[src/rtl/hazard_pkg.sv]
// ============================================================================
// hazard_pkg : shared types and widths for the pipeline hazard controller.
// Rev 1.0
// ============================================================================
`default_nettype none

package hazard_pkg;

  localparam int REG_ADDR_W = 5;
  localparam int PERF_CNT_W = 32;

  typedef enum logic [0:0] {
    RUN  = 1'b0,
    WAIT = 1'b1
  } state_t;

  // True when an operand the ID instruction actually reads comes from rd.
  function automatic logic src_hit(input logic                  used,
                                   input logic [REG_ADDR_W-1:0] rs,
                                   input logic [REG_ADDR_W-1:0] rd);
    return used && (rs == rd);
  endfunction

endpackage

`default_nettype wire

[src/rtl/hazard_sat_cnt.sv]
// ============================================================================
// hazard_sat_cnt : saturating up-counter with async reset and increment enable.
// Rev 1.0
// ============================================================================
`default_nettype none

module hazard_sat_cnt #(
  parameter int W = 32
) (
  input  logic         clk,
  input  logic         reset,
  input  logic         inc,
  output logic [W-1:0] cnt
);

  logic [W-1:0] cnt_q;
  logic [W-1:0] cnt_d;

  always_comb begin
    cnt_d = cnt_q;
    if (inc && (cnt_q != '1)) cnt_d = cnt_q + 1'b1;
  end

  always_ff @(posedge clk or posedge reset) begin
    if (reset) cnt_q <= '0;
    else       cnt_q <= cnt_d;
  end

  assign cnt = cnt_q;

endmodule

`default_nettype wire

[src/rtl/hazard_ctrl.sv]
// ============================================================================
// hazard_ctrl : load-use bubble, memory-wait freeze and branch flush control.
// Optional performance counters are built when HAZARD_PERF_EN is defined.
// Rev 1.0
// ============================================================================
`default_nettype none

module hazard_ctrl
  import hazard_pkg::*;
#(
  parameter int MEM_TIMEOUT = 255,
  parameter int WAIT_CNT_W  = 8
) (
  input  logic                  clk,
  input  logic                  reset,
  input  logic [REG_ADDR_W-1:0] id_rs1,
  input  logic [REG_ADDR_W-1:0] id_rs2,
  input  logic                  id_rs1_used,
  input  logic                  id_rs2_used,
  input  logic                  id_ex_memRead,
  input  logic [REG_ADDR_W-1:0] id_ex_rd,
  input  logic                  ex_branch_taken,
  input  logic                  ex_mem_memAccess,
  input  logic                  dmem_ready,
  output logic                  pc_stall,
  output logic                  if_id_stall,
  output logic                  if_id_flush,
  output logic                  id_ex_stall,
  output logic                  id_ex_flush,
  output logic                  ex_mem_stall,
  output logic                  mem_wb_flush,
  output logic                  redirect_en,
  output logic                  mem_timeout_err,
  output logic [PERF_CNT_W-1:0] perf_lu_cnt,
  output logic [PERF_CNT_W-1:0] perf_wait_cnt,
  output logic [PERF_CNT_W-1:0] perf_flush_cnt
);

  localparam logic [WAIT_CNT_W-1:0] TIMEOUT_V = WAIT_CNT_W'(MEM_TIMEOUT);

  state_t                state_q, state_d;
  logic [WAIT_CNT_W-1:0] wait_cnt_q, wait_cnt_d;
  logic                  err_q, err_d;

  logic mem_wait;
  logic load_use;
  logic flush_apply;
  logic lu_apply;

  assign mem_wait    = ex_mem_memAccess & ~dmem_ready;
  assign load_use    = id_ex_memRead && (id_ex_rd != '0) &&
                       (src_hit(id_rs1_used, id_rs1, id_ex_rd) ||
                        src_hit(id_rs2_used, id_rs2, id_ex_rd));
  assign flush_apply = ex_branch_taken & ~mem_wait;
  assign lu_apply    = load_use & ~mem_wait & ~ex_branch_taken;

  // Controls are gated by reset so nothing moves while reset is held.
  always_comb begin
    pc_stall     = 1'b0;
    if_id_stall  = 1'b0;
    if_id_flush  = 1'b0;
    id_ex_stall  = 1'b0;
    id_ex_flush  = 1'b0;
    ex_mem_stall = 1'b0;
    mem_wb_flush = 1'b0;
    redirect_en  = 1'b0;
    if (!reset) begin
      if (mem_wait) begin
        pc_stall     = 1'b1;
        if_id_stall  = 1'b1;
        id_ex_stall  = 1'b1;
        ex_mem_stall = 1'b1;
        mem_wb_flush = 1'b1;
      end else if (flush_apply) begin
        if_id_flush  = 1'b1;
        id_ex_flush  = 1'b1;
        redirect_en  = 1'b1;
      end else if (lu_apply) begin
        pc_stall     = 1'b1;
        if_id_stall  = 1'b1;
        id_ex_flush  = 1'b1;
      end
    end
  end

  always_comb begin
    state_d = state_q;
    case (state_q)
      RUN:     if (mem_wait)  state_d = WAIT;
      WAIT:    if (!mem_wait) state_d = RUN;
      default: state_d = RUN;
    endcase
  end

  // The stall is never force-released on timeout; only the sticky flag sets.
  always_comb begin
    wait_cnt_d = '0;
    if (mem_wait) begin
      wait_cnt_d = (wait_cnt_q == TIMEOUT_V) ? wait_cnt_q : wait_cnt_q + 1'b1;
    end
    err_d = err_q | (mem_wait && (wait_cnt_q == TIMEOUT_V));
  end

  always_ff @(posedge clk or posedge reset) begin
    if (reset) begin
      state_q    <= RUN;
      wait_cnt_q <= '0;
      err_q      <= 1'b0;
    end else begin
      state_q    <= state_d;
      wait_cnt_q <= wait_cnt_d;
      err_q      <= err_d;
    end
  end

  assign mem_timeout_err = err_q;

`ifdef HAZARD_PERF_EN
  hazard_sat_cnt #(.W(PERF_CNT_W)) u_perf_lu (
    .clk   (clk),
    .reset (reset),
    .inc   (lu_apply),
    .cnt   (perf_lu_cnt)
  );

  hazard_sat_cnt #(.W(PERF_CNT_W)) u_perf_wait (
    .clk   (clk),
    .reset (reset),
    .inc   (mem_wait),
    .cnt   (perf_wait_cnt)
  );

  hazard_sat_cnt #(.W(PERF_CNT_W)) u_perf_flush (
    .clk   (clk),
    .reset (reset),
    .inc   (flush_apply),
    .cnt   (perf_flush_cnt)
  );
`else
  assign perf_lu_cnt    = '0;
  assign perf_wait_cnt  = '0;
  assign perf_flush_cnt = '0;
`endif

endmodule

`default_nettype wire
[config.mk]
export PLATFORM = sky130hd
export DESIGN_NAME = hazard_ctrl
export DESIGN_NICKNAME = d
export VERILOG_FILES = /design/src/rtl/hazard_pkg.sv /design/src/rtl/hazard_sat_cnt.sv /design/src/rtl/hazard_ctrl.sv
export SDC_FILE = /design/constraint.sdc
export NUM_CORES = 1
export LEC_CHECK = 0
export ABC_AREA = 0
export CORE_UTILIZATION = 28
export CTS_CLUSTER_DIAMETER = 40
export CTS_CLUSTER_SIZE = 12
export DETAILED_ROUTE_END_ITERATION = 7
export PLACE_DENSITY_LB_ADDON = 0.3
export SYNTH_ARGS = -nofsm -noshare
export SYNTH_HDL_FRONTEND = slang
export SYNTH_SLANG_ARGS = --single-unit
[constraint.sdc]
create_clock -name clk -period 1.4 [get_ports clk]
set_clock_uncertainty 0.2 [all_clocks]
set_input_delay 0.14 -clock clk [delete_from_list [all_inputs] [get_ports clk]]
set_output_delay 0.14 -clock clk [all_outputs]
set_load 0.01 [all_outputs]
==> results of run 1 <==
-- metal layers --
metal,global-route usage [%],part of all wire [%]
met1,8.099,35
met3,3.376,11
met4,1.961,0.44
met2,15.41,54
met5,0,0
-- worst max-delay path, delay by kind of cell --
kind | cells | cell delay, ns
compound gates | 2 | 0.20
xor+xnor | 1 | 0.19
buf+inv | 3 | 0.46
simple gates | 1 | 0.31
-- sequential cells by signal (all words and copies together) (netlist names) --
signal and count:
mem_timeout_err 1, wait_cnt_q 8
-- timing repair --
item                                    4_1_cts  5_1_grt
pin swaps                                    17        6
resized for setup                            99       15
setup buffers                                 3        2
hold buffers                                  1        0
hold endpoints to repair                      9        0
cloned                                        0        0
endpoints found under the setup margin       16       12
-- worst min-delay path by stage --
stage / cells past startpoint / slack, ns / start / endpoint
CTS: 2 / 0.26 / mem_timeout_err / mem_timeout_err
global placement: 2 / 0.25 / mem_timeout_err / mem_timeout_err
detailed placement: 2 / 0.26 / mem_timeout_err / mem_timeout_err
floorplan: 1 / -0.22 / reset / mem_timeout_err
global route: 2 / 0.28 / mem_timeout_err / mem_timeout_err
finish: 2 / 0.25 / mem_timeout_err / mem_timeout_err
-- cells in the mapped netlist (all sizes together) --
| cell | instances |
|---|---|
| and3 | 3 |
| o22ai | 1 |
| and2b | 1 |
| nand4 | 2 |
| nor4 | 2 |
| nor3 | 4 |
| a32oi | 1 |
| o21ai | 1 |
| nor2 | 13 |
| ha | 1 |
| dfrtp | 9 |
| conb | 1 |
| mux2i | 2 |
| inv | 2 |
| and2 | 1 |
| xnor2 | 2 |
| xor2 | 11 |
| a31oi | 1 |
| nand2b | 1 |
| o31ai | 1 |
| o2111ai | 1 |
| clkbuf | 1 |
| o21bai | 1 |
| nor3b | 1 |
| nand3 | 3 |
| nand2 | 4 |
| buf | 100 |
-- layout make-up --
type	instances	area, um^2
clock buffers	4	45.04
repair buffers	53	446.7
flip-flops and latches	9	226.5
multi-input cells	154	880.8
well taps	67	83.83
fillers	514	3033
inverters	2	7.507
-- logic make-up (layout without fill, tap and decap cells) --
family                   after synthesis  in the layout
AO/OA/AOI/OAI                          7              7
XOR/XNOR                              13             13
adder cells (fa/ha/maj)                1              1
buffers and inverters                103             59
flip-flops                             9              9
multiplexers                           2              2
other                                  1             96
AND/OR/NAND/NOR                       35             35
-- stage by stage --
stage	hold slack [ns]	cell area (um^2)	instances	power [mW]	utilization, %
2_1_floorplan	-0.2191	1753	266	0.6407	-
3_3_place_gp	0.2500	1513	279	0.5608	32.03
6_report	0.2548	1690	289	0.8867	35.79
5_1_grt	0.2803	1690	289	0.9401	35.79
3_5_place_dp	0.2566	1513	279	0.5608	32.03
4_1_cts	0.2626	1628	287	0.8864	34.46
-- where the power goes --
| group | internal [mW] | switching [mW] | leakage [nW] | total [mW] |
|---|---|---|---|---|
| Clock | 0.199 | 0.110 | 0.0228 | 0.309 |
| Sequential | 0.264 | 0.00332 | 0.118 | 0.267 |
| Combinational | 0.114 | 0.197 | 0.751 | 0.311 |
| Total | 0.577 | 0.310 | 0.892 | 0.887 |
==> summary.txt, run 1 <==
Critical R2R Capture - mem_timeout_err
pre-CTS WS - -0.9532 ns
Setup WS post-layout - -0.2526 ns
CP peak stage delay - 0.31 ns
Remaining DRCs - 0
pwr/cell area - 524.5 nW/um^2
VDD IR-drop max - 0.2620 mV
Layout area overhead - 23.72%
fin crit period - 1.653 ns
Root Buffer Master - clkbuf_8
Peak Freq - 605.1 MHz
syn_area_per_cell - 7.990 um^2
cell count after synthesis - 171
simple-gate area share of the yosys netlist - 13.10%
Die Span Y - 71.86 um
leading area contributor after synthesis - buf_4
Slew Viols, Final - 0
Syn Std Cell Area - 1366 um^2
R2R Path Start - wait_cnt_q[0]
GP Congestion - 0.7010
Diodes inserted - 0
Layout Nets - 247
total die area - 5163 um^2
CP max-delay cell - nor4_2
cell leakage power - 0.8917 nW
antenna violations before repair - 0
fraction of layout cells with a size suffix above 1 - 28.38%
core area - 4723 um^2
DRT Pass-1 Iters - 4
adder-cell share of the synthesized area - 0.9158%
Routed WL - 2258 um
total negative slack - -0.7192 ns
Critical Path End Type - primary output
most common cell after layout, fill and taps aside - conb_1
initial core utilization - 28.93%
first-pass GRT wire length - 3215 um
GRT Overall Usage - 8.098%
reg-to-reg slack, setup - -0.01 ns
R2R cell count - 5
CTS HTree Levels - 1
Core Rows - 25
Via Count - 943
clock buffer depth - 2
post-synthesis compound-gate area fraction - 3.663%
post-synthesis mux area share - 1.465%
CP Cell Sequence - buf_2, xor2_2, nor4_2, a32oi_2, buf_4, o22ai_4, buf_2
unrepaired setup endpoints after global routing - true
CTS tree - yes
Final HPWL DP - 1725 um
post-route ant nets - 0
MaxCap Viol Count - 0
Final period util - 118.0%
Synth cell types - 29
Sink Count - 9
CP Launch Type - input pin
Worst Hold Class - flip-flop to flip-flop
failing checks - negative setup slack
path type of the worst setup path - input pin to primary output
pin count of the biggest net entering global routing - 10
IO Pins - 128
critical path data arrival time - 1.31 ns
Die W - 71.86 um
Fin. Hold Viols - 0
Worst-Skew Late Latency - 0.24 ns
register area share after synthesis - 16.48%
Via density - 3.263
XOR/XNOR share of the synthesized area - 8.333%
grt ovf - 0
#FFs+latches synth - 9
top post-synthesis cells by area - buf_4 (55%), dfrtp_1 (16%), xor2_1 (7.1%), nor2_1 (3.3%), mux2i_1 (1.5%)
I/O Buffers - 31
most frequent CP cell - buf_2
vias in the first global route - 749
critical path required time - 1.06 ns
Clock transition at path regs - 0.04 ns
Synth top area share - 54.95%
most frequent cells in the layout - conb_1 (96), buf_4 (15), nor2_1 (11), buf_2 (11), buf_6 (10)
1st-iter DRT viols - 22
outcome - complete, but fails checks
CTS Buf Count - 3
YS warnings - 0
Routed WL per cell - 7.813 um
Setup crit end - pc_stall
largest family of logic cells by synthesized area - buffers and inverters
Max Fanout on Critical Path - 3
Worst Setup SP - id_ex_rd[4]
Setup violations, final - 5
Power figures use the tool's default switching activity.
==> run 2: changes to the inputs <==
--- a/config.mk
+++ b/config.mk
@@ -6,6 +6,7 @@
 export NUM_CORES = 1
 export LEC_CHECK = 0
 export ABC_AREA = 0
+export CAP_MARGIN = 25
 export CORE_UTILIZATION = 28
 export CTS_CLUSTER_DIAMETER = 40
 export CTS_CLUSTER_SIZE = 12
@@ -14,3 +15,4 @@
 export SYNTH_ARGS = -nofsm -noshare
 export SYNTH_HDL_FRONTEND = slang
 export SYNTH_SLANG_ARGS = --single-unit
+export TNS_END_PERCENT = 10
==> run 2 against run 1 <==
Effect of this change:
- die area unchanged
- design area decreased by 4.7%
- hold slack better by 0.00070 ns
- flip-flop and latch count did not move
- critical endpoint unchanged
- the run still ends with negative setup slack left
- non-clock buffer count decreased by 4
- maximum frequency grew 8.9%
- core utilization down 1.7 points
- setup slack improved by 0.14 ns
- sequential power barely moved
- via count decreased by 1.8%
- largest cell class unchanged
==> summary.txt, run 2 (synthesis results as in run 1) <==
outcome - complete, but fails checks
failing checks - negative setup slack
critical path data arrival time - 1.18 ns
Diodes inserted - 0
Psw - 303.6 uW
CTS tree - yes
most common cell after layout, fill and taps aside - conb_1
Routed WL - 2268 um
total die area - 5163 um^2
max reg flops - 8
Layout Nets - 243
CP peak stage delay - 0.29 ns
unrepaired setup endpoints after global routing - true
antenna violations before repair - 0
M1 GR Usage - 10.10%
Peak Freq - 659.1 MHz
cell leakage power - 0.8638 nW
total negative slack - -0.3548 ns
Sequential Power Share - 30.6%
Die Span Y - 71.86 um
Worst-Skew Late Latency - 0.23 ns
pwr/cell area - 541.5 nW/um^2
CTS Buf Count - 3
MaxCap Viol Count - 0
post-route ant nets - 0
Clock transition at path regs - 0.05 ns
core area - 4723 um^2
Core Rows - 25
largest register by flop count - wait_cnt_q
CP Launch Type - input pin
Via Count - 926
Max Fanout on Critical Path - 2
Worst Hold Class - flip-flop to flip-flop
GP Congestion - 0.7960
Clock Power Share - 34.8%
GRT met3 Usage - 2.110%
Worst Path Buf+Inv - 2
sw frac - 34.79%
most frequent cells in the layout - conb_1 (96), buf_4 (15), buf_2 (13)
1st-iter DRT viols - 51
GR Util met2 - 16.35%
Slew Viols, Final - 0
Pint - 569.1 uW
grt ovf - 0
Setup violations, final - 5
critical path required time - 1.06 ns
Via density - 3.249
IO Pins - 128
CP max-delay cell - nor4_2
Top delay family on crit path - compound AO/OA/AOI/OAI gates
path type of the worst setup path - input pin to primary output
Remaining DRCs - 0
CTS HTree Levels - 1
VDD IR-drop max - 0.3101 mV
Fin. Hold Viols - 0
Critical Path End Type - primary output
Routed WL per cell - 7.958 um
fin crit period - 1.517 ns
initial core utilization - 28.93%
I/O Buffers - 31
DRT Pass-1 Iters - 4
Setup WS post-layout - -0.1173 ns
Final HPWL DP - 1864 um
Die W - 71.86 um
Post-CTS Setup Inserts - 0
Comb power frac - 34.6%
pre-CTS WS - -0.9350 ns
first-pass GRT wire length - 3525 um
Layout area overhead - 17.95%
Root Buffer Master - clkbuf_8
vias in the first global route - 757
GRT Overall Usage - 8.876%
fraction of layout cells with a size suffix above 1 - 28.90%
pin count of the biggest net entering global routing - 10
Final period util - 108.4%
GR peak layer - met2
Sink Count - 9
clock buffer depth - 2
CP Cell Sequence - buf_8, xor2_2, nor4_2, a32oi_2, o22ai_2, buf_2
==> run 2: power groups by stage <==
stage	clock [mW]	sequential, mW	combinational, mW
2_1_floorplan	0	0.269	0.371
3_3_place_gp	0	0.269	0.292
3_5_place_dp	0	0.269	0.291
4_1_cts	0.315	0.265	0.293
5_1_grt	0.331	0.267	0.336
6_report	0.304	0.267	0.302
==> run 2: stage by stage <==
stage          utilization (%)  power (mW)  cells  area (um^2)  hold WS, ns
6_report                 34.12      0.8727    285         1612       0.2555
5_1_grt                  34.12      0.9344    285         1612       0.2776
4_1_cts                  33.40      0.8736    285         1578       0.2637
3_5_place_dp             31.68      0.5598    280         1496       0.2566
3_3_place_gp             31.68      0.5611    280         1496       0.2474
2_1_floorplan                -      0.6403    266         1729      -0.2191
==> run 2: tightest hold or removal path, delay by kind of cell, from the launching register on <==
family	cells	cell delay [ns]
flops	1	0.33
buf+inv	1	0.04
compound gates	1	0.05
==> run 2: routing by layer <==
layer / wire length (um) / vias to the layer above
met5: 0 / -
met3: 158 / 2
met2: 1203 / 64
met4: 23 / 0
li1: - / 443
met1: 884 / 417
==> run 2: final timing paths <==
kind / from / slack (ns) / depth (start not counted) / end
worst max-delay path: id_ex_rd[2] / -0.12 / 6 / pc_stall
worst min-delay path: mem_timeout_err / 0.26 / 2 / mem_timeout_err
worst max register to register: wait_cnt_q[0] / -0.03 / 5 / wait_cnt_q[7]
worst min register to register: mem_timeout_err / 0.26 / 2 / mem_timeout_err
max in group asynchronous: reset / 0.40 / 4 / wait_cnt_q[2]
min in group asynchronous: reset / 0.46 / 4 / mem_timeout_err
==> run 2: cell type report <==
| type | instances | area, um^2 |
|---|---|---|
| repair buffers | 49 | 375.4 |
| inverters | 2 | 7.507 |
| flip-flops and latches | 9 | 226.5 |
| clock buffers | 4 | 45.04 |
| well taps | 67 | 83.83 |
| fillers | 510 | 3112 |
| multi-input cells | 154 | 873.3 |
==> run 2: what timing repair did <==
action,in CTS,in global routing
resized for setup,99,21
endpoints found under the hold margin,9,0
endpoints found under the setup margin,17,12
pin swaps,14,13
hold buffers,1,0
